[src/rtl/fp_add_arbiter_if.sv]
// Bundle for the shared FP adder arbiter: requester jobs,
// adder operand/result path and the tagged response channel.
interface fp_add_arbiter_if #(
  parameter int XLEN = 32,
  parameter int NREQ = 4,
  parameter int IDW  = 2
);
  logic [NREQ-1:0]      req_valid;
  logic [NREQ-1:0]      req_ready;
  logic [NREQ-1:0]      req_op;
  logic [NREQ*XLEN-1:0] req_a;
  logic [NREQ*XLEN-1:0] req_b;

  logic [XLEN-1:0]      add_a;
  logic [XLEN-1:0]      add_b;
  logic [XLEN-1:0]      add_result;
  logic                 add_overflow;
  logic                 add_underflow;
  logic                 add_exception;

  logic                 rsp_valid;
  logic                 rsp_ready;
  logic [IDW-1:0]       rsp_id;
  logic [XLEN-1:0]      rsp_result;
  logic [2:0]           rsp_flags;

  logic                 busy;
  logic [15:0]          op_count;

  modport master (
    output req_valid, req_op, req_a, req_b,
    output add_result, add_overflow,
    output add_underflow, add_exception,
    output rsp_ready,
    input  req_ready, add_a, add_b,
    input  rsp_valid, rsp_id, rsp_result,
    input  rsp_flags, busy, op_count
  );

  modport slave (
    input  req_valid, req_op, req_a, req_b,
    input  add_result, add_overflow,
    input  add_underflow, add_exception,
    input  rsp_ready,
    output req_ready, add_a, add_b,
    output rsp_valid, rsp_id, rsp_result,
    output rsp_flags, busy, op_count
  );
endinterface

[src/rtl/fp_add_arbiter.sv]
// Round-robin arbiter sharing one combinational FP adder among
// NREQ requesters; one job in flight, tagged registered response.
module fp_add_arbiter #(
  parameter int XLEN = 32,
  parameter int NREQ = 4,
  parameter int IDW  = 2
) (
  input  logic             clk,
  input  logic             rst,
  fp_add_arbiter_if.slave  bus
);

  typedef enum logic [1:0] {
    S_IDLE,
    S_EXEC,
    S_RESP
  } state_t;

  state_t          r_state;
  state_t          w_next;

  logic [IDW-1:0]  r_rr;
  logic [IDW-1:0]  r_id;
  logic [XLEN-1:0] r_add_a;
  logic [XLEN-1:0] r_add_b;
  logic [XLEN-1:0] r_result;
  logic [2:0]      r_flags;
  logic [15:0]     r_op_count;

  logic            w_found;
  logic [IDW-1:0]  w_gidx;
  logic            w_take;
  logic            w_cap;
  logic            w_done;
  logic [XLEN-1:0] w_sel_a;
  logic [XLEN-1:0] w_sel_b;
  logic            w_sel_op;
  logic [IDW-1:0]  w_rr_next;

  // (base + k) mod NREQ without relying on NREQ being a power of 2
  function automatic logic [IDW-1:0] wrap_add(
    input logic [IDW-1:0] base,
    input int             k
  );
    int s;
    s = int'(base) + k;
    if (s >= NREQ) s = s - NREQ;
    return IDW'(s);
  endfunction

  // first valid requester at or above the rr pointer, circularly
  always_comb begin
    w_found = 1'b0;
    w_gidx  = '0;
    for (int k = 0; k < NREQ; k++) begin
      if (!w_found && bus.req_valid[wrap_add(r_rr, k)]) begin
        w_found = 1'b1;
        w_gidx  = wrap_add(r_rr, k);
      end
    end
  end

  // operand mux for the granted requester; sub flips B's sign
  always_comb begin
    w_sel_a   = bus.req_a[w_gidx*XLEN +: XLEN];
    w_sel_b   = bus.req_b[w_gidx*XLEN +: XLEN];
    w_sel_op  = bus.req_op[w_gidx];
    w_rr_next = wrap_add(w_gidx, 1);
  end

  // next state and one-cycle strobes
  always_comb begin
    w_next = r_state;
    w_take = 1'b0;
    w_cap  = 1'b0;
    w_done = 1'b0;
    unique case (r_state)
      S_IDLE: begin
        if (w_found) begin
          w_take = 1'b1;
          w_next = S_EXEC;
        end
      end
      S_EXEC: begin
        w_cap  = 1'b1;
        w_next = S_RESP;
      end
      S_RESP: begin
        if (bus.rsp_ready) begin
          w_done = 1'b1;
          w_next = S_IDLE;
        end
      end
      default: w_next = S_IDLE;
    endcase
  end

  // state register
  always_ff @(posedge clk) begin
    if (rst) r_state <= S_IDLE;
    else     r_state <= w_next;
  end

  // grant capture: operands, tag and rr pointer advance
  always_ff @(posedge clk) begin
    if (rst) begin
      r_rr    <= '0;
      r_id    <= '0;
      r_add_a <= '0;
      r_add_b <= '0;
    end else if (w_take) begin
      r_rr    <= w_rr_next;
      r_id    <= w_gidx;
      r_add_a <= w_sel_a;
      r_add_b <= {w_sel_b[XLEN-1] ^ w_sel_op,
                  w_sel_b[XLEN-2:0]};
    end
  end

  // adder result capture at the end of EXEC
  always_ff @(posedge clk) begin
    if (rst) begin
      r_result <= '0;
      r_flags  <= '0;
    end else if (w_cap) begin
      r_result <= bus.add_result;
      r_flags  <= {bus.add_exception,
                   bus.add_underflow,
                   bus.add_overflow};
    end
  end

  // completed-job counter, wraps naturally at 16 bits
  always_ff @(posedge clk) begin
    if (rst)         r_op_count <= '0;
    else if (w_done) r_op_count <= r_op_count + 16'd1;
  end

  assign bus.req_ready  = (w_take && !rst)
                        ? (NREQ'(1) << w_gidx)
                        : '0;
  assign bus.add_a      = r_add_a;
  assign bus.add_b      = r_add_b;
  assign bus.rsp_valid  = (r_state == S_RESP);
  assign bus.rsp_id     = r_id;
  assign bus.rsp_result = r_result;
  assign bus.rsp_flags  = r_flags;
  assign bus.busy       = (r_state != S_IDLE);
  assign bus.op_count   = r_op_count;

endmodule

[src/flat_wrapper.sv]
// flat-port wrapper written by rule: the top's interface ports become plain ports
module fp_add_arbiter_flat 
#(
  parameter int XLEN = 32,
  parameter int NREQ = 4,
  parameter int IDW  = 2
)
  (clk, rst, bus_req_valid, bus_req_op, bus_req_a, bus_req_b, bus_add_result, bus_add_overflow, bus_add_underflow, bus_add_exception, bus_rsp_ready, bus_req_ready, bus_add_a, bus_add_b, bus_rsp_valid, bus_rsp_id, bus_rsp_result, bus_rsp_flags, bus_busy, bus_op_count);
  fp_add_arbiter_if #(.XLEN(XLEN), .NREQ(NREQ), .IDW(IDW)) bus_i ();
  input  logic clk;
  input  logic rst;
  input wire logic [$bits(bus_i.req_valid)-1:0] bus_req_valid;
  input wire logic [$bits(bus_i.req_op)-1:0] bus_req_op;
  input wire logic [$bits(bus_i.req_a)-1:0] bus_req_a;
  input wire logic [$bits(bus_i.req_b)-1:0] bus_req_b;
  input wire logic [$bits(bus_i.add_result)-1:0] bus_add_result;
  input wire logic [$bits(bus_i.add_overflow)-1:0] bus_add_overflow;
  input wire logic [$bits(bus_i.add_underflow)-1:0] bus_add_underflow;
  input wire logic [$bits(bus_i.add_exception)-1:0] bus_add_exception;
  input wire logic [$bits(bus_i.rsp_ready)-1:0] bus_rsp_ready;
  output wire logic [$bits(bus_i.req_ready)-1:0] bus_req_ready;
  output wire logic [$bits(bus_i.add_a)-1:0] bus_add_a;
  output wire logic [$bits(bus_i.add_b)-1:0] bus_add_b;
  output wire logic [$bits(bus_i.rsp_valid)-1:0] bus_rsp_valid;
  output wire logic [$bits(bus_i.rsp_id)-1:0] bus_rsp_id;
  output wire logic [$bits(bus_i.rsp_result)-1:0] bus_rsp_result;
  output wire logic [$bits(bus_i.rsp_flags)-1:0] bus_rsp_flags;
  output wire logic [$bits(bus_i.busy)-1:0] bus_busy;
  output wire logic [$bits(bus_i.op_count)-1:0] bus_op_count;
  assign bus_i.req_valid = bus_req_valid;
  assign bus_i.req_op = bus_req_op;
  assign bus_i.req_a = bus_req_a;
  assign bus_i.req_b = bus_req_b;
  assign bus_i.add_result = bus_add_result;
  assign bus_i.add_overflow = bus_add_overflow;
  assign bus_i.add_underflow = bus_add_underflow;
  assign bus_i.add_exception = bus_add_exception;
  assign bus_i.rsp_ready = bus_rsp_ready;
  assign bus_req_ready = bus_i.req_ready;
  assign bus_add_a = bus_i.add_a;
  assign bus_add_b = bus_i.add_b;
  assign bus_rsp_valid = bus_i.rsp_valid;
  assign bus_rsp_id = bus_i.rsp_id;
  assign bus_rsp_result = bus_i.rsp_result;
  assign bus_rsp_flags = bus_i.rsp_flags;
  assign bus_busy = bus_i.busy;
  assign bus_op_count = bus_i.op_count;
  fp_add_arbiter #(.XLEN(XLEN), .NREQ(NREQ), .IDW(IDW)) u_core (.clk(clk), .rst(rst), .bus(bus_i));
endmodule
[config.mk]
export PLATFORM = sky130hd
export DESIGN_NAME = fp_add_arbiter_flat
export DESIGN_NICKNAME = d
export VERILOG_FILES = /design/src/rtl/fp_add_arbiter_if.sv /design/src/rtl/fp_add_arbiter.sv /design/src/flat_wrapper.sv
export SDC_FILE = /design/constraint.sdc
export NUM_CORES = 1
export LEC_CHECK = 0
export CORE_AREA = 2 2 165 167
export DETAILED_ROUTE_END_ITERATION = 8
export DIE_AREA = 0 0 167 169
export PLACE_DENSITY = 0.7
export SLEW_MARGIN = 20
export SYNTH_ARGS = -nofsm -noshare
export SYNTH_HDL_FRONTEND = slang
export SYNTH_SLANG_ARGS = --single-unit
[constraint.sdc]
create_clock -name clk -period 4.3 [get_ports clk]
set_clock_uncertainty 0.1 [all_clocks]
set_input_delay 0.86 -clock clk [delete_from_list [all_inputs] [get_ports clk]]
set_output_delay 0.86 -clock clk [all_outputs]
set_load 0.01 [all_outputs]
# Yosys cells after proc, flatten, opt, wreduce, memory -nomap -nowiden

Cells that the tools add are included.

Register bits after elaboration: 121
Latch bits: 0
Memory bits (writable): 0
Memory bits (read-only): 0
Bits of input ports: 302
Output and inout port bits: 123
Word-level logic and storage cells: 79
Memories kept: 0

Add/subtract/negate cells: 10
Multipliers: 0
Divide/modulo/power cells: 0
Order comparisons: 10
Equal/unequal tests: 4
Shift operators: 3
Muxes and demuxes: 32
Bitwise operators: 1
Reductions and logical operators: 11

Operators with widths:

| kind                  | number |
|---|---|
| $shiftx 128x8->32     | 2 |
| $mux 2                | 11 |
| $add 16x1->16 const B | 1 |
| $lt 2x3->1 const B    | 5 |
| $mux 1                | 14 |
| $ge 3x3->1 const B    | 4 |
| $bmux 1 s2            | 5 |
| $sub 2x1->2 const B   | 5 |
| $add 2x1->3 const B   | 2 |
| $add 2x2->3 const B   | 2 |
| $pmux 2 s3            | 1 |
| $logic_and 1x1->1     | 4 |
| $logic_not 1->1       | 4 |
| $mux 4                | 1 |
| $shl 1x2->4 const A   | 1 |
| $ge 2x3->1 const B    | 1 |
| $eq 2x1->1 const B    | 1 |
| $eq 2x2->1 const B    | 1 |
| $logic_not 2->1       | 1 |
| $ne 2x1->1 const B    | 1 |
| $ne 2x2->1 const B    | 1 |
| $reduce_and 2->1      | 1 |
| $reduce_bool 2->1     | 1 |
| $xor 1x1->1           | 1 |

# Logic depth before layout (Yosys ltp)

Depth after elaboration: 18
Mapped depth: 8
Mapped depth without buffers: 7

# Least setup slack after synthesis

OpenSTA, ideal clock, no wires.

Kind: input to output
Start point: input bus_req_valid[0]
End point: output bus_req_ready[0]
Data arrival time: 2.323 ns
Data required time: 3.340 ns
Slack: 1.017 ns
Stages on the path: 8
Path buffers: 2
Cells stage by stage: nor2b_1 or4_1 nand2_1 inv_2 buf_6 buf_6 ha_1 and2_1

Elaborated cells between the ends (all ways): 27
Classes of those cells: shift: 1; mux: 19; reduce/logical: 7

RTL lines:

| element                      | RTL line              | source |
|---|---|---|
| start: declaration           | flat_wrapper.sv:12    | `input wire logic [$bits(bus_i.req_valid)-1:0] bus_req_valid;` |
| $bmux 1 s2                   | fp_add_arbiter.sv:56  | `if (!w_found && bus.req_valid[wrap_add(r_rr, k)]) begin` |
| $mux 1 (not written as such) | fp_add_arbiter.sv:56  |  |
| $mux 1                       | fp_add_arbiter.sv:56  |  |
| $logic_not 1->1              | fp_add_arbiter.sv:56  |  |
| $logic_and 1x1->1            | fp_add_arbiter.sv:56  |  |
| $mux 1                       | fp_add_arbiter.sv:56  |  |
| $logic_not 1->1              | fp_add_arbiter.sv:56  |  |
| $logic_and 1x1->1            | fp_add_arbiter.sv:56  |  |
| $mux 1                       | fp_add_arbiter.sv:56  |  |
| $logic_not 1->1              | fp_add_arbiter.sv:56  |  |
| $logic_and 1x1->1            | fp_add_arbiter.sv:56  |  |
| $mux 2 (*)                   | fp_add_arbiter.sv:56  |  |
| net u_core.w_gidx[0]         | fp_add_arbiter.sv:31  | `logic [IDW-1:0] w_gidx;` |
| $shl 1x2->4 (*)              | fp_add_arbiter.sv:140 | `? (NREQ'(1) << w_gidx)` |
| $mux 4 (*)                   | fp_add_arbiter.sv:140 |  |
| end: declaration             | flat_wrapper.sv:21    | `output wire logic [$bits(bus_i.req_ready)-1:0] bus_req_ready;` |

The timed path passes the listed nets; every way through them passes the cells marked *. The select of a mux whose other input is x is not followed.

# Worst setup path in the final report

Start point: input bus_req_valid[3]
End point: output bus_req_ready[0]

Same word-level chain as after synthesis.

==> impl_metrics.ini <==
[outcome]
status = finished clean

[clock_network]
clock_latency_ps = 410
cts_tree = done
cts-hold-fix-buffers = 0
cts_sinks = 121
clk_path_buf_depth = 2
post_cts.repair.setup_buffers = 0
cts.repair.resized = 0
path_clk_slew_ps = 60
htreeDepth = 4
cts_root_buffer = clkbuf_16
numCtsBuffers = 17

[floorplanning]
chipWidth_um = 167
core_mm2 = 0.0265
die_y_um = 169
die_area_mm2 = 0.0282
ios = 425
start_util_pct = 24.4
num_rows = 60

[logic_synthesis]
ys_ff_latch = 121
synth-edff-count = 0
async_flop_share_pct = 0
synth_commonest_cells = 147 x nand2_1, 121 x dfxtp_1, 65 x and3_1, 65 x o211ai_1, 64 x mux2i_1
netlist-cell-type-count = 41
synth_cells = 794
yosysMostFrequentCell = nand2_1
synth_nets = 1101
synth_ff_type = dfxtp_1
yosysSeqAreaShare_pct = 37.4
synth_top_area_share_pct = 37.4
ys_warn_count = 0
synth_area_per_cell_um2 = 8.15
yosys.area.top_type = dfxtp_1
yosys-top-cells-area = dfxtp_1 37%, mux2i_1 9.9%, nand2_1 8.5%
syn_area_mm2 = 0.00647

[worst_setup_path]
start_kind = input port
cp_top_family = buffers and inverters
worstSetupPathDepth = 8
critPathSlowestCell = or4b_4
endpoint_kind = primary output
r2r-end = u_core.bus.add_b[6]
critPathMaxStageDelay_ps = 590
ff2ff_setup_slack_ps = 1930
endpoint = bus_req_ready[0]
cp-startpoint = bus_req_valid[3]
path_class = in2out
critPathBufInv = 3
required_ps = 3340
cp_max_fo = 5
reg2reg_from = u_core.r_rr[0]
cp_common_cell = clkdlybuf4s50_1
r2r_cells = 6
cp_cell_sequence = clkdlybuf4s50_1 -> nor2_1 -> or4b_4 -> nand2_1 -> inv_4 -> ha_1 -> and2_1 -> clkdlybuf4s50_1
worstPathArrival_ps = 3170

[place]
post-dp-hpwl_um = 19700
dp_cells = 1502
place_ws_ps = 178
gp_congestion = 0.884
portBuffers = 424

[timing]
tightest_slew_ps = 830
drv_slew = 0
setup_slack_ps = 172
relSlewSlack_pct = 44.2
finalCritPeriodShare_pct = 96.0
tns_ps = 0
rsz0062_at_grt = no
finalSetupViolCount = 0
finalHoldViolCount = 0
clock.fmax_mhz = 242
fin_crit_ps = 4130

[route]
drt-wirelength-per-cell_um = 17.3
drt-met1-wl_um = 11100
wl_met2_um = 12900
drt_first_pass_iters = 4
vias_per_cell = 4.74
ant_nets = 0
drc_errors = 0
drt_iter0_markers = 403
vias = 7269
met3_length_um = 1880
totalWireLength_um = 26500
top_layer = met4

[min_path]
hold_class = reg2reg
min_path_cells = 2

[pwr]
p_total_w = 0.00426
power.density_mw_per_mm2 = 367
vdd_drop_max_mv = 0.203
power.leakage_nw = 4.49

[cells_and_area]
fillers = 2609
nNetsFinal = 1487
layout-drive-gt1-share_pct = 4.69
layoutNonFillerInstCount = 1535
synthToLayoutAreaGrowth_pct = 79.2
utilization_pct = 43.7

[global_route]
grt_max_degree = 68
grt_pass1_vias = 7141
grt_pass1_wl_um = 39900
grt_antenna_before_repair = 1
grt_use_total_pct = 18.0
grt.overflow.total = 0

[run]
maxCapViolations = 0
registers in the layout, indices dropped and copies added, names as in the netlist:
signal	flops
u_core.bus.add_a	32
u_core.bus.add_b	32
u_core.bus.op_count	16
u_core.bus.rsp_flags	3
u_core.bus.rsp_id	2
u_core.bus.rsp_result	32
u_core.r_rr	2
u_core.r_state	2
worst min path at each step:
| stage | startpoint | end |
|---|---|---|
| detailed placement | u_core.bus.rsp_result[8] | u_core.bus.rsp_result[8] |
| finish | u_core.bus.rsp_result[24] | u_core.bus.rsp_result[24] |
| global placement | u_core.bus.rsp_result[6] | u_core.bus.rsp_result[6] |
| CTS | u_core.bus.rsp_result[14] | u_core.bus.rsp_result[14] |
| global route | u_core.bus.rsp_result[13] | u_core.bus.rsp_result[13] |
| floorplan | u_core.bus.rsp_id[0] | u_core.bus.rsp_id[0] |
stage by stage:
step                hold slack [ps]  cell area (um2)
detailed placement              347            11000
CTS                             355            11600
global route                    373            11600
floorplan                       376             6470
finish                          352            11600
global placement                341            11000
report_power, final:
part / internal [W] / switching, W
logic: 0.000760 / 0.000626
clock network: 0.000927 / 0.000583
registers: 0.00127 / 0.0000890
cell usage in the layout, fill, tap and decap left out, drive strengths merged, types with 2 or more instances in the layout:
cell type,synthesis,final
a21oi,41,41
clkbuf,61,18
and4,3,3
nand4,6,6
nor2,21,21
nor4,4,4
xnor2,8,8
buf,10,15
clkinv,0,2
mux2i,64,64
nand3,4,4
ha,5,5
o21ai,66,66
nand2b,3,3
a21boi,63,63
nand2,147,147
clkdlybuf4s50,0,423
and3,65,65
clkinvlp,0,2
o211ai,65,65
dfxtp,121,121
nor2b,6,6
xor2,11,11
nor3,2,2
inv,4,11
and2,4,4
bufinv,0,3
worst register-to-register path, delay by kind of cell, from the launching register on:
family	cells	cell delay (ps)
AOI/OAI and AO/OA	2	400
and+or+nand+nor	3	930
buffers and inverters	1	430
DFF	1	390
area by class of cell:
| class | instances | area (um2) | share of cell area, % |
|---|---|---|---|
| sequential | 121 | 2420 | 20.9 |
| inverter | 4 | 17.5 | 0.151 |
| clock inverter | 14 | 183 | 1.58 |
| timing repair buffer | 438 | 4370 | 37.7 |
| tap | 341 | 427 | 3.68 |
| antenna | 1 | 2.50 | 0.0216 |
| clock buffer | 18 | 429 | 3.70 |
| multi-input combinational | 598 | 3740 | 32.3 |
routing by layer:
metal  vias up  GRT usage (%)
li1       3588              -
met1      3332           21.1
met2       311           31.1
met3        38           5.45
met4         0           6.11
met5         -              0
cells by family after synthesis:
family | after synthesis | share of synthesized area (%)
xor gates and xnor gates | 19 | 2.57
buffers and inverters | 75 | 5.01
AOI/OAI and AO/OA | 239 | 23.6
DFF | 121 | 37.4
muxes | 64 | 9.90
adders and majority gates | 5 | 0.967
and+or+nand+nor | 271 | 20.5
No activity file was read; power rests on OpenSTA's default activity.
